--- config.mk ---
export PLATFORM = sky130hd
export DESIGN_NAME = glitchless_mux_n
export DESIGN_NICKNAME = d
export VERILOG_FILES = /design/src/rtl/glitchless_mux_n.sv
export SDC_FILE = /design/constraint.sdc
export NUM_CORES = 1
export LEC_CHECK = 0
export CAP_MARGIN = 20
export CORE_MARGIN = 2
export CORE_UTILIZATION = 42
export DETAILED_ROUTE_END_ITERATION = 7
export MAX_ROUTING_LAYER = met4
export PLACE_DENSITY = 0.81
export SLEW_MARGIN = 20
export SYNTH_ARGS = -nofsm -noshare
export SYNTH_HDL_FRONTEND = slang
export SYNTH_SLANG_ARGS = --single-unit
--- constraint.sdc ---
create_clock -name clk -period 2.7 [get_ports clk]
set_input_delay 0.27 -clock clk [delete_from_list [all_inputs] [get_ports clk]]
set_output_delay 0.27 -clock clk [all_outputs]
set_load 0.01 [all_outputs]
--- src/rtl/glitchless_mux_n.sv ---
// rtl/glitchless_mux_n.sv - N-way registered mux with break-before-make channel switching
// Build option: GLITCHLESS_MUX_HOLD_EN holds mux_out through the switch bubble instead of zeroing it.
module glitchless_mux_n #(
    parameter int W    = 8,
    parameter int N    = 4,
    parameter int DEAD = 2,
    localparam int SW  = (N > 1) ? $clog2(N) : 1
) (
    input  logic            clk,
    input  logic            rst_n,
    input  logic [N*W-1:0]  mux_in,
    input  logic [SW-1:0]   sel_req,
    input  logic            sel_valid,
    output logic            sel_ready,
    output logic [W-1:0]    mux_out,
    output logic            out_valid,
    output logic [SW-1:0]   cur_sel,
    output logic            sel_err
);

    typedef enum logic [1:0] {
        S_ACTIVE = 2'd0,
        S_BREAK  = 2'd1,
        S_MAKE   = 2'd2
    } state_t;

`ifdef GLITCHLESS_MUX_HOLD_EN
    localparam logic HOLD = 1'b1;
`else
    localparam logic HOLD = 1'b0;
`endif

    state_t          state_q, state_d;
    logic [SW-1:0]   cur_sel_q, cur_sel_d;
    logic [SW-1:0]   pending_q, pending_d;
    logic [3:0]      cnt_q, cnt_d;
    logic [W-1:0]    mux_out_q, mux_out_d;
    logic            out_valid_q, out_valid_d;
    logic            sel_err_q, sel_err_d;
    logic            sel_ready_q, sel_ready_d;

    logic [SW-1:0]   data_idx;
    logic [W-1:0]    sel_data;
    logic [W-1:0]    bubble_data;
    logic            req_oob;

    // The MAKE edge already registers the pending channel, so the bubble is DEAD+1 cycles.
    always_comb begin
        data_idx = (state_q == S_MAKE) ? pending_q : cur_sel_q;
        sel_data = '0;
        for (int k = 0; k < N; k++) begin
            if (data_idx == SW'(k)) begin
                sel_data = mux_in[k*W +: W];
            end
        end
    end

    assign bubble_data = HOLD ? mux_out_q : '0;
    assign req_oob     = (int'(sel_req) >= N);

    always_comb begin
        state_d     = state_q;
        cur_sel_d   = cur_sel_q;
        pending_d   = pending_q;
        cnt_d       = cnt_q;
        mux_out_d   = mux_out_q;
        out_valid_d = out_valid_q;
        sel_err_d   = 1'b0;

        case (state_q)
            S_ACTIVE: begin
                mux_out_d   = sel_data;
                out_valid_d = 1'b1;
                if (sel_valid && sel_ready_q) begin
                    if (req_oob) begin
                        sel_err_d = 1'b1;
                    end else if (sel_req != cur_sel_q) begin
                        pending_d   = sel_req;
                        cnt_d       = 4'(DEAD - 1);
                        state_d     = S_BREAK;
                        out_valid_d = 1'b0;
                        mux_out_d   = bubble_data;
                    end
                end
            end
            S_BREAK: begin
                out_valid_d = 1'b0;
                mux_out_d   = bubble_data;
                if (cnt_q == 4'd0) begin
                    state_d = S_MAKE;
                end else begin
                    cnt_d = cnt_q - 4'd1;
                end
            end
            S_MAKE: begin
                cur_sel_d   = pending_q;
                mux_out_d   = sel_data;
                out_valid_d = 1'b1;
                state_d     = S_ACTIVE;
            end
            default: begin
                state_d = S_ACTIVE;
            end
        endcase

        sel_ready_d = (state_d == S_ACTIVE);
    end

    always_ff @(posedge clk) begin
        if (!rst_n) begin
            state_q     <= S_ACTIVE;
            cur_sel_q   <= '0;
            pending_q   <= '0;
            cnt_q       <= '0;
            mux_out_q   <= '0;
            out_valid_q <= 1'b0;
            sel_err_q   <= 1'b0;
            sel_ready_q <= 1'b0;
        end else begin
            state_q     <= state_d;
            cur_sel_q   <= cur_sel_d;
            pending_q   <= pending_d;
            cnt_q       <= cnt_d;
            mux_out_q   <= mux_out_d;
            out_valid_q <= out_valid_d;
            sel_err_q   <= sel_err_d;
            sel_ready_q <= sel_ready_d;
        end
    end

    assign sel_ready = sel_ready_q;
    assign mux_out   = mux_out_q;
    assign out_valid = out_valid_q;
    assign cur_sel   = cur_sel_q;
    assign sel_err   = sel_err_q;

endmodule

==> flow_summary.json, run 1 <==
{
  "status": "completed",
  "ctsResizeCount": 0,
  "worstSkewPairLatency_ps": 300,
  "top_layer_used": "met4",
  "cts.htree.levels": 1,
  "setup-violations-final": 0,
  "dp_hpwl_um": 2130,
  "grt.total_usage_pct": 18.2,
  "fin_tns_setup_ps": 0,
  "drt_first_pass_iters": 4,
  "grt_pass1_wl_um": 4420,
  "crit_slowest_cell": "mux4_1",
  "initial_utilization_pct": 42.9,
  "grt_pass1_vias": 1068,
  "fin_crit_sh_pct": 77.1,
  "antenna_found_initial": 0,
  "syn_inst": 104,
  "num_vias": 1019,
  "drive_gt1_share_pct": 6.49,
  "wl_met2_um": 1280,
  "placed_area_um2": 1660,
  "cp_cell_sequence": "inv_1, ha_1, mux2i_4, mux4_1, a22o_1",
  "skew_ps": 2.62,
  "rsz0062_at_grt": "false",
  "timing.slew.headroom_pct": 65.8,
  "post-route-min-period_ps": 2080,
  "gp_congestion": 0.758,
  "drt_iter0_drc": 11,
  "ir_worst_vdd_v": 0.000400,
  "synthesis.area_um2": 1150,
  "met1Wirelength_um": 1060,
  "rows": 19,
  "hold_violations": 0,
  "final_cell_mix": "clkdlybuf4s50_1, dfxtp_1, nor2_1, a22o_1, ha_1",
  "ant_nets": 0,
  "fillers": 224,
  "drc": 0,
  "cap_violations": 0,
  "cts_tree": "yes",
  "ys_async_sr_fraction_pct": 0,
  "fp.coreArea_um2": 2690,
  "r2r_slack_ps": 620,
  "syn_nets": 148,
  "post-cts-setup-buffers": 0,
  "ys.flop_type": "dfxtp_1",
  "diodes": 0,
  "startpoint_type": "register",
  "grt_start_max_net_pins": 12,
  "clk_pin_slew_ps": 120,
  "worstPathArrival_ps": 2290,
  "dieArea_um2": 3180,
  "worstSetupEndpointType": "register",
  "wl_per_cell_um": 13.9,
  "nNetsFinal": 199,
  "die_w_um": 56.4,
  "yosysSeqAreaShare_pct": 34.7,
  "hold_class": "reg2reg",
  "powerDensity_nw_per_um2": 536,
  "worstMarginPinSlew_ps": 511,
  "ys_ff_latch": 20,
  "ys_warn_count": 0,
  "final_common_cell": "clkdlybuf4s50_1",
  "fmax_mhz": 480,
  "synth_enable_flop_cells": 0,
  "fp.dieH_um": 56.4,
  "wl_um": 2580,
  "cp.required_ps": 2910,
  "drv_slew": 0,
  "hold_buffers": 0,
  "gr-total-overflow": 0,
  "avgSynthCellArea_um2": 11.1,
  "cts-root-buf": "clkbuf_4",
  "critPathKind": "reg2reg",
  "clock-sinks": 20,
  "wl_met3_um": 207,
  "ios": 50,
  "areaGrowthSynthToFinish_pct": 47.4,
  "viasPerCell": 5.51,
  "p_leak_nw": 0.692,
  "max_stage_delay_ps": 610,
  "cts_made_buffers": 3,
  "cts_max_path_buffers": 2,
  "postLayoutCellArea_um2": 1700,
  "io_buffer_count": 48,
  "crit_fanout": 9,
  "yosysUniqueCellTypes": 34
}
[synth_stat cells (2+ instances only)]
library cell	n	share of area, %
a211oi_1	2	1.3
a21oi_1	4	1.7
a22o_1	7	5.3
dfxtp_1	20	35
ha_1	7	7.6
inv_1	6	2.0
mux2i_1	6	5.2
mux4_1	6	14
mux4_2	2	3.9
nand2_1	6	2.0
nand2b_1	2	1.1
nand3_1	3	1.3
nand3b_1	3	2.0
nor2_1	7	2.3
o2111ai_1	3	2.3
xor2_1	2	1.5
[per-layer routing]
layer | global-route usage [%] | vias up
met5 | - | -
met4 | 5.10 | 0
met3 | 6.22 | 4
met2 | 31.8 | 42
met1 | 19.6 | 478
li1 | - | 495
[area by class of cell]
class | instances | area, um2 | share of cell area, %
Multi-Input combinational cell | 74 | 711 | 41.8
Timing Repair Buffer | 49 | 488 | 28.7
Clock buffer | 4 | 36.3 | 2.13
Sequential cell | 20 | 400 | 23.5
Inverter | 7 | 26.3 | 1.55
Tap cell | 31 | 38.8 | 2.28
[power breakdown]
part           internal (W)  switching (W)  leakage (nW)
registers          0.000344      0.0000366         0.164
clock network     0.0000823      0.0000955        0.0210
logic              0.000201       0.000152         0.506
total              0.000628       0.000284         0.692
[worst paths after layout]
kind / startpoint / to / depth (start not counted)
max: state_q[0]$_SDFF_PN0_ / mux_out[5]$_SDFFE_PN0P_ / 5
min: mux_out[0]$_SDFFE_PN0P_ / mux_out[0]$_SDFFE_PN0P_ / 2
max reg2reg: state_q[0]$_SDFF_PN0_ / mux_out[5]$_SDFFE_PN0P_ / 5
min reg2reg: mux_out[0]$_SDFFE_PN0P_ / mux_out[0]$_SDFFE_PN0P_ / 2
[metrics by stage]
step	utilization [%]	power (W)	std cells	hold slack [ps]	worst slack [ps]
after detailed placement	61.9	0.000742	181	447	607
after global placement	61.9	0.000727	181	452	674
after floorplan	-	0.000591	104	414	793
after global routing	63.3	0.000970	185	500	548
after CTS	63.3	0.000921	185	463	603
final	63.3	0.000912	185	457	617
[critical path, delay by kind of cell (launching register included)]
kind	cells	cell delay, ps
AOI/OAI and AO/OA	1	200
DFF	1	350
buffers and inverters	1	130
adders and majority gates	1	240
muxes	2	1070
[sequential cells by signal, summed over array words and instances, names as in the netlist]
register / flops
mux_out: 8
pending_q: 2
cnt_q: 4
sel_ready: 1
out_valid: 1
cur_sel: 2
state_q: 2
[logic make-up (layout without fill, tap and decap cells)]
logic type / Yosys count / after routing / share of synthesized area (%)
AND/OR/NAND/NOR: 26 / 26 / 11.6
AO/OA/AOI/OAI: 23 / 23 / 15.8
flip-flops: 20 / 20 / 34.7
multiplexers: 15 / 15 / 24.7
buffers and inverters: 10 / 60 / 3.69
adder cells (fa/ha/maj): 7 / 7 / 7.59
XOR/XNOR: 2 / 2 / 1.52
other: 1 / 1 / 0.325
No activity file was read; power rests on OpenSTA's default activity.
==> run 2: changes to the inputs <==
Settings changed: CORE_UTILIZATION 42 to 37, PLACE_DENSITY 0.81 to 0.75.
Clock period 2.7 ns to 1.8 ns, I/O delays scaled along.
==> run 2 against run 1 <==
  * Count of clock-buffer cells in the layout is 1 lower
  * Combinational power rose by 67%
  * First-iteration DRC count grew 82%
  * Core utilization down 2.3 points
  * Critical path depth up 1
  * Setup slack lost 600 ps
  * Flip-flop and latch count did not move
  * Register-to-register slack got worse by 600 ps
  * Global-route usage shrank 0.48 points
  * Sequential share of layout area is 1.6 points lower
  * Critical endpoint is now mux_out[3]$_SDFFE_PN0P_
  * Largest cell class unchanged
  * Largest power group is now combinational logic
  * Highest routed layer unchanged
==> flow_summary.json, run 2 (synthesized netlist as in run 1, its figures left out) <==
{
  "status": "completed",
  "grt_pass1_wl_um": 4650,
  "wl_um": 2730,
  "antenna_found_initial": 0,
  "setup_ws_ps": 13.8,
  "drv_slew": 0,
  "switching_share_pct": 29.2,
  "cts_made_buffers": 3,
  "ir_worst_vdd_v": 0.000365,
  "diodes": 0,
  "ff2ff_path_depth": 6,
  "grt_start_max_net_pins": 13,
  "grt_most_used_layer": "met2",
  "areaGrowthSynthToFinish_pct": 58.8,
  "fin_cells": 199,
  "fp.coreArea_um2": 3000,
  "clock-sinks": 20,
  "dp_slack_ps": -22.7,
  "cp.required_ps": 2000,
  "drive_gt1_share_pct": 21.7,
  "crit_fanout": 9,
  "worstSetupEndpointType": "register",
  "powerDensity_nw_per_um2": 837,
  "rows": 20,
  "final_cell_mix": "clkdlybuf4s50_1, dfxtp_1, buf_4",
  "crit_slowest_cell": "mux4_2",
  "drc": 0,
  "nNetsFinal": 211,
  "timing.rr.end": "mux_out[3]$_SDFFE_PN0P_",
  "final_common_cell": "clkdlybuf4s50_1",
  "setup-violations-final": 0,
  "cts_max_path_buffers": 2,
  "internal-power_w": 0.00109,
  "postLayoutCellArea_um2": 1830,
  "met3_usage_pct": 4.33,
  "placed_area_um2": 1770,
  "switching_power_w": 0.000447,
  "fin_crit_sh_pct": 99.2,
  "grt.total_usage_pct": 17.7,
  "clk_pin_slew_ps": 120,
  "cp_cell_sequence": "inv_2, ha_4, mux2i_4, buf_12, mux4_2, a22o_1",
  "cts-root-buf": "clkbuf_4",
  "fillers": 268,
  "critPathKind": "reg2reg",
  "drt_first_pass_iters": 4,
  "hold_class": "reg2reg",
  "dp_hpwl_um": 2280,
  "gp_congestion": 0.777,
  "p_leak_nw": 0.736,
  "worstPathArrival_ps": 1990,
  "p_total_w": 0.00153,
  "clockPowerShare_pct": 23.9,
  "fp.dieH_um": 59.8,
  "grt_use_met2_pct": 30.7,
  "post-cts-setup-buffers": 0,
  "num_vias": 1054,
  "max_stage_delay_ps": 490,
  "largest_register_ffs": 8,
  "worstSkewPairLatency_ps": 300,
  "die_w_um": 59.8,
  "startpoint_type": "register",
  "viasPerCell": 5.30,
  "cap_violations": 0,
  "hold_depth": 2,
  "ant_nets": 0,
  "r2r_slack_ps": 10,
  "skew_ps": 5.53,
  "hp-start": "mux_out[0]$_SDFFE_PN0P_",
  "drt_iter0_drc": 20,
  "grt_pass1_vias": 1093,
  "hold_end": "mux_out[0]$_SDFFE_PN0P_",
  "dieArea_um2": 3580,
  "ios": 50,
  "gr-total-overflow": 0,
  "cts_tree": "yes",
  "dp_cells": 195,
  "combPwrFrac_pct": 38.6,
  "cts.htree.levels": 1,
  "seq_power_share_pct": 37.4,
  "post-route-min-period_ps": 1790,
  "wl_per_cell_um": 13.7,
  "regToRegStartpoint": "state_q[0]$_SDFF_PN0_",
  "fmax_mhz": 560,
  "met1_usage_pct": 20.2,
  "hold-worst-slack_ps": 458,
  "hold_violations": 0,
  "io_buffer_count": 48,
  "rsz0062_at_grt": "true",
  "initial_utilization_pct": 38.4
}
## run 2: cell types whose count changed in the layout (fill, tap and decap cells not counted), sizes merged
cell / delta
buf: +12
bufinv: +1
clkbuf: -1
## run 2: through the flow
| stage | setup TNS, ps | utilization (%) |
|---|---|---|
| 2_1_floorplan | -27.0 | - |
| 3_3_place_gp | 0 | 58.8 |
| 3_5_place_dp | -22.7 | 58.8 |
| 4_1_cts | -0.466 | 60.5 |
| 5_1_grt | -243 | 61.0 |
| 6_report | 0 | 61.0 |
## run 2: repair_timing
| item | CTS | global route |
|---|---|---|
| endpoints found under the setup margin | 1 | 11 |
| resized for setup | 0 | 4 |
| hold buffers | 0 | 0 |
## run 2: power by group through the flow
| stage | Clock [W] | Combinational, W | Sequential, W |
|---|---|---|---|
| after floorplan | 0 | 0.000307 | 0.000591 |
| after global placement | 0 | 0.000564 | 0.000581 |
| after detailed placement | 0 | 0.000581 | 0.000582 |
| after CTS | 0.000380 | 0.000584 | 0.000574 |
| after global routing | 0.000398 | 0.000651 | 0.000586 |
| final | 0.000367 | 0.000592 | 0.000574 |
## run 2: routing by layer
layer / wire (um) / vias to the layer above
met1: 1170 / 498
met5: 0 / -
met2: 1350 / 41
met4: 23 / 0
li1: - / 513
met3: 184 / 2
## run 2: layout make-up
type / count / area [um2] / area share [%]
clock buffer: 3 / 22.5 / 1.23
clock inverter: 1 / 30.0 / 1.64
inverter: 7 / 26.3 / 1.43
multi-input combinational: 74 / 718 / 39.2
sequential: 20 / 403 / 22.0
tap: 33 / 41.3 / 2.25
timing repair buffer: 61 / 591 / 32.2
## run 2: worst max path at each step
| stage | start | slack (ps) | to |
|---|---|---|---|
| 5_1_grt | state_q[0]$_SDFF_PN0_ | -50 | mux_out[6]$_SDFFE_PN0P_ |
| 6_report | state_q[0]$_SDFF_PN0_ | 10 | mux_out[3]$_SDFFE_PN0P_ |
| 3_3_place_gp | sel_req[1] | 20 | mux_out[3]$_SDFFE_PN0P_ |
| 2_1_floorplan | state_q[0]$_SDFF_PN0_ | -30 | mux_out[3]$_SDFFE_PN0P_ |
| 4_1_cts | state_q[0]$_SDFF_PN0_ | -0.5 | mux_out[3]$_SDFFE_PN0P_ |
| 3_5_place_dp | sel_req[1] | -20 | mux_out[3]$_SDFFE_PN0P_ |
## run 2: critical path, delay by kind of cell, from the launching register on
| family | cells | cell delay (ps) |
|---|---|---|
| buf+inv | 2 | 240 |
| mux | 2 | 730 |
| flops | 1 | 360 |
| fa+ha+maj | 1 | 150 |
| compound gates | 1 | 210 |
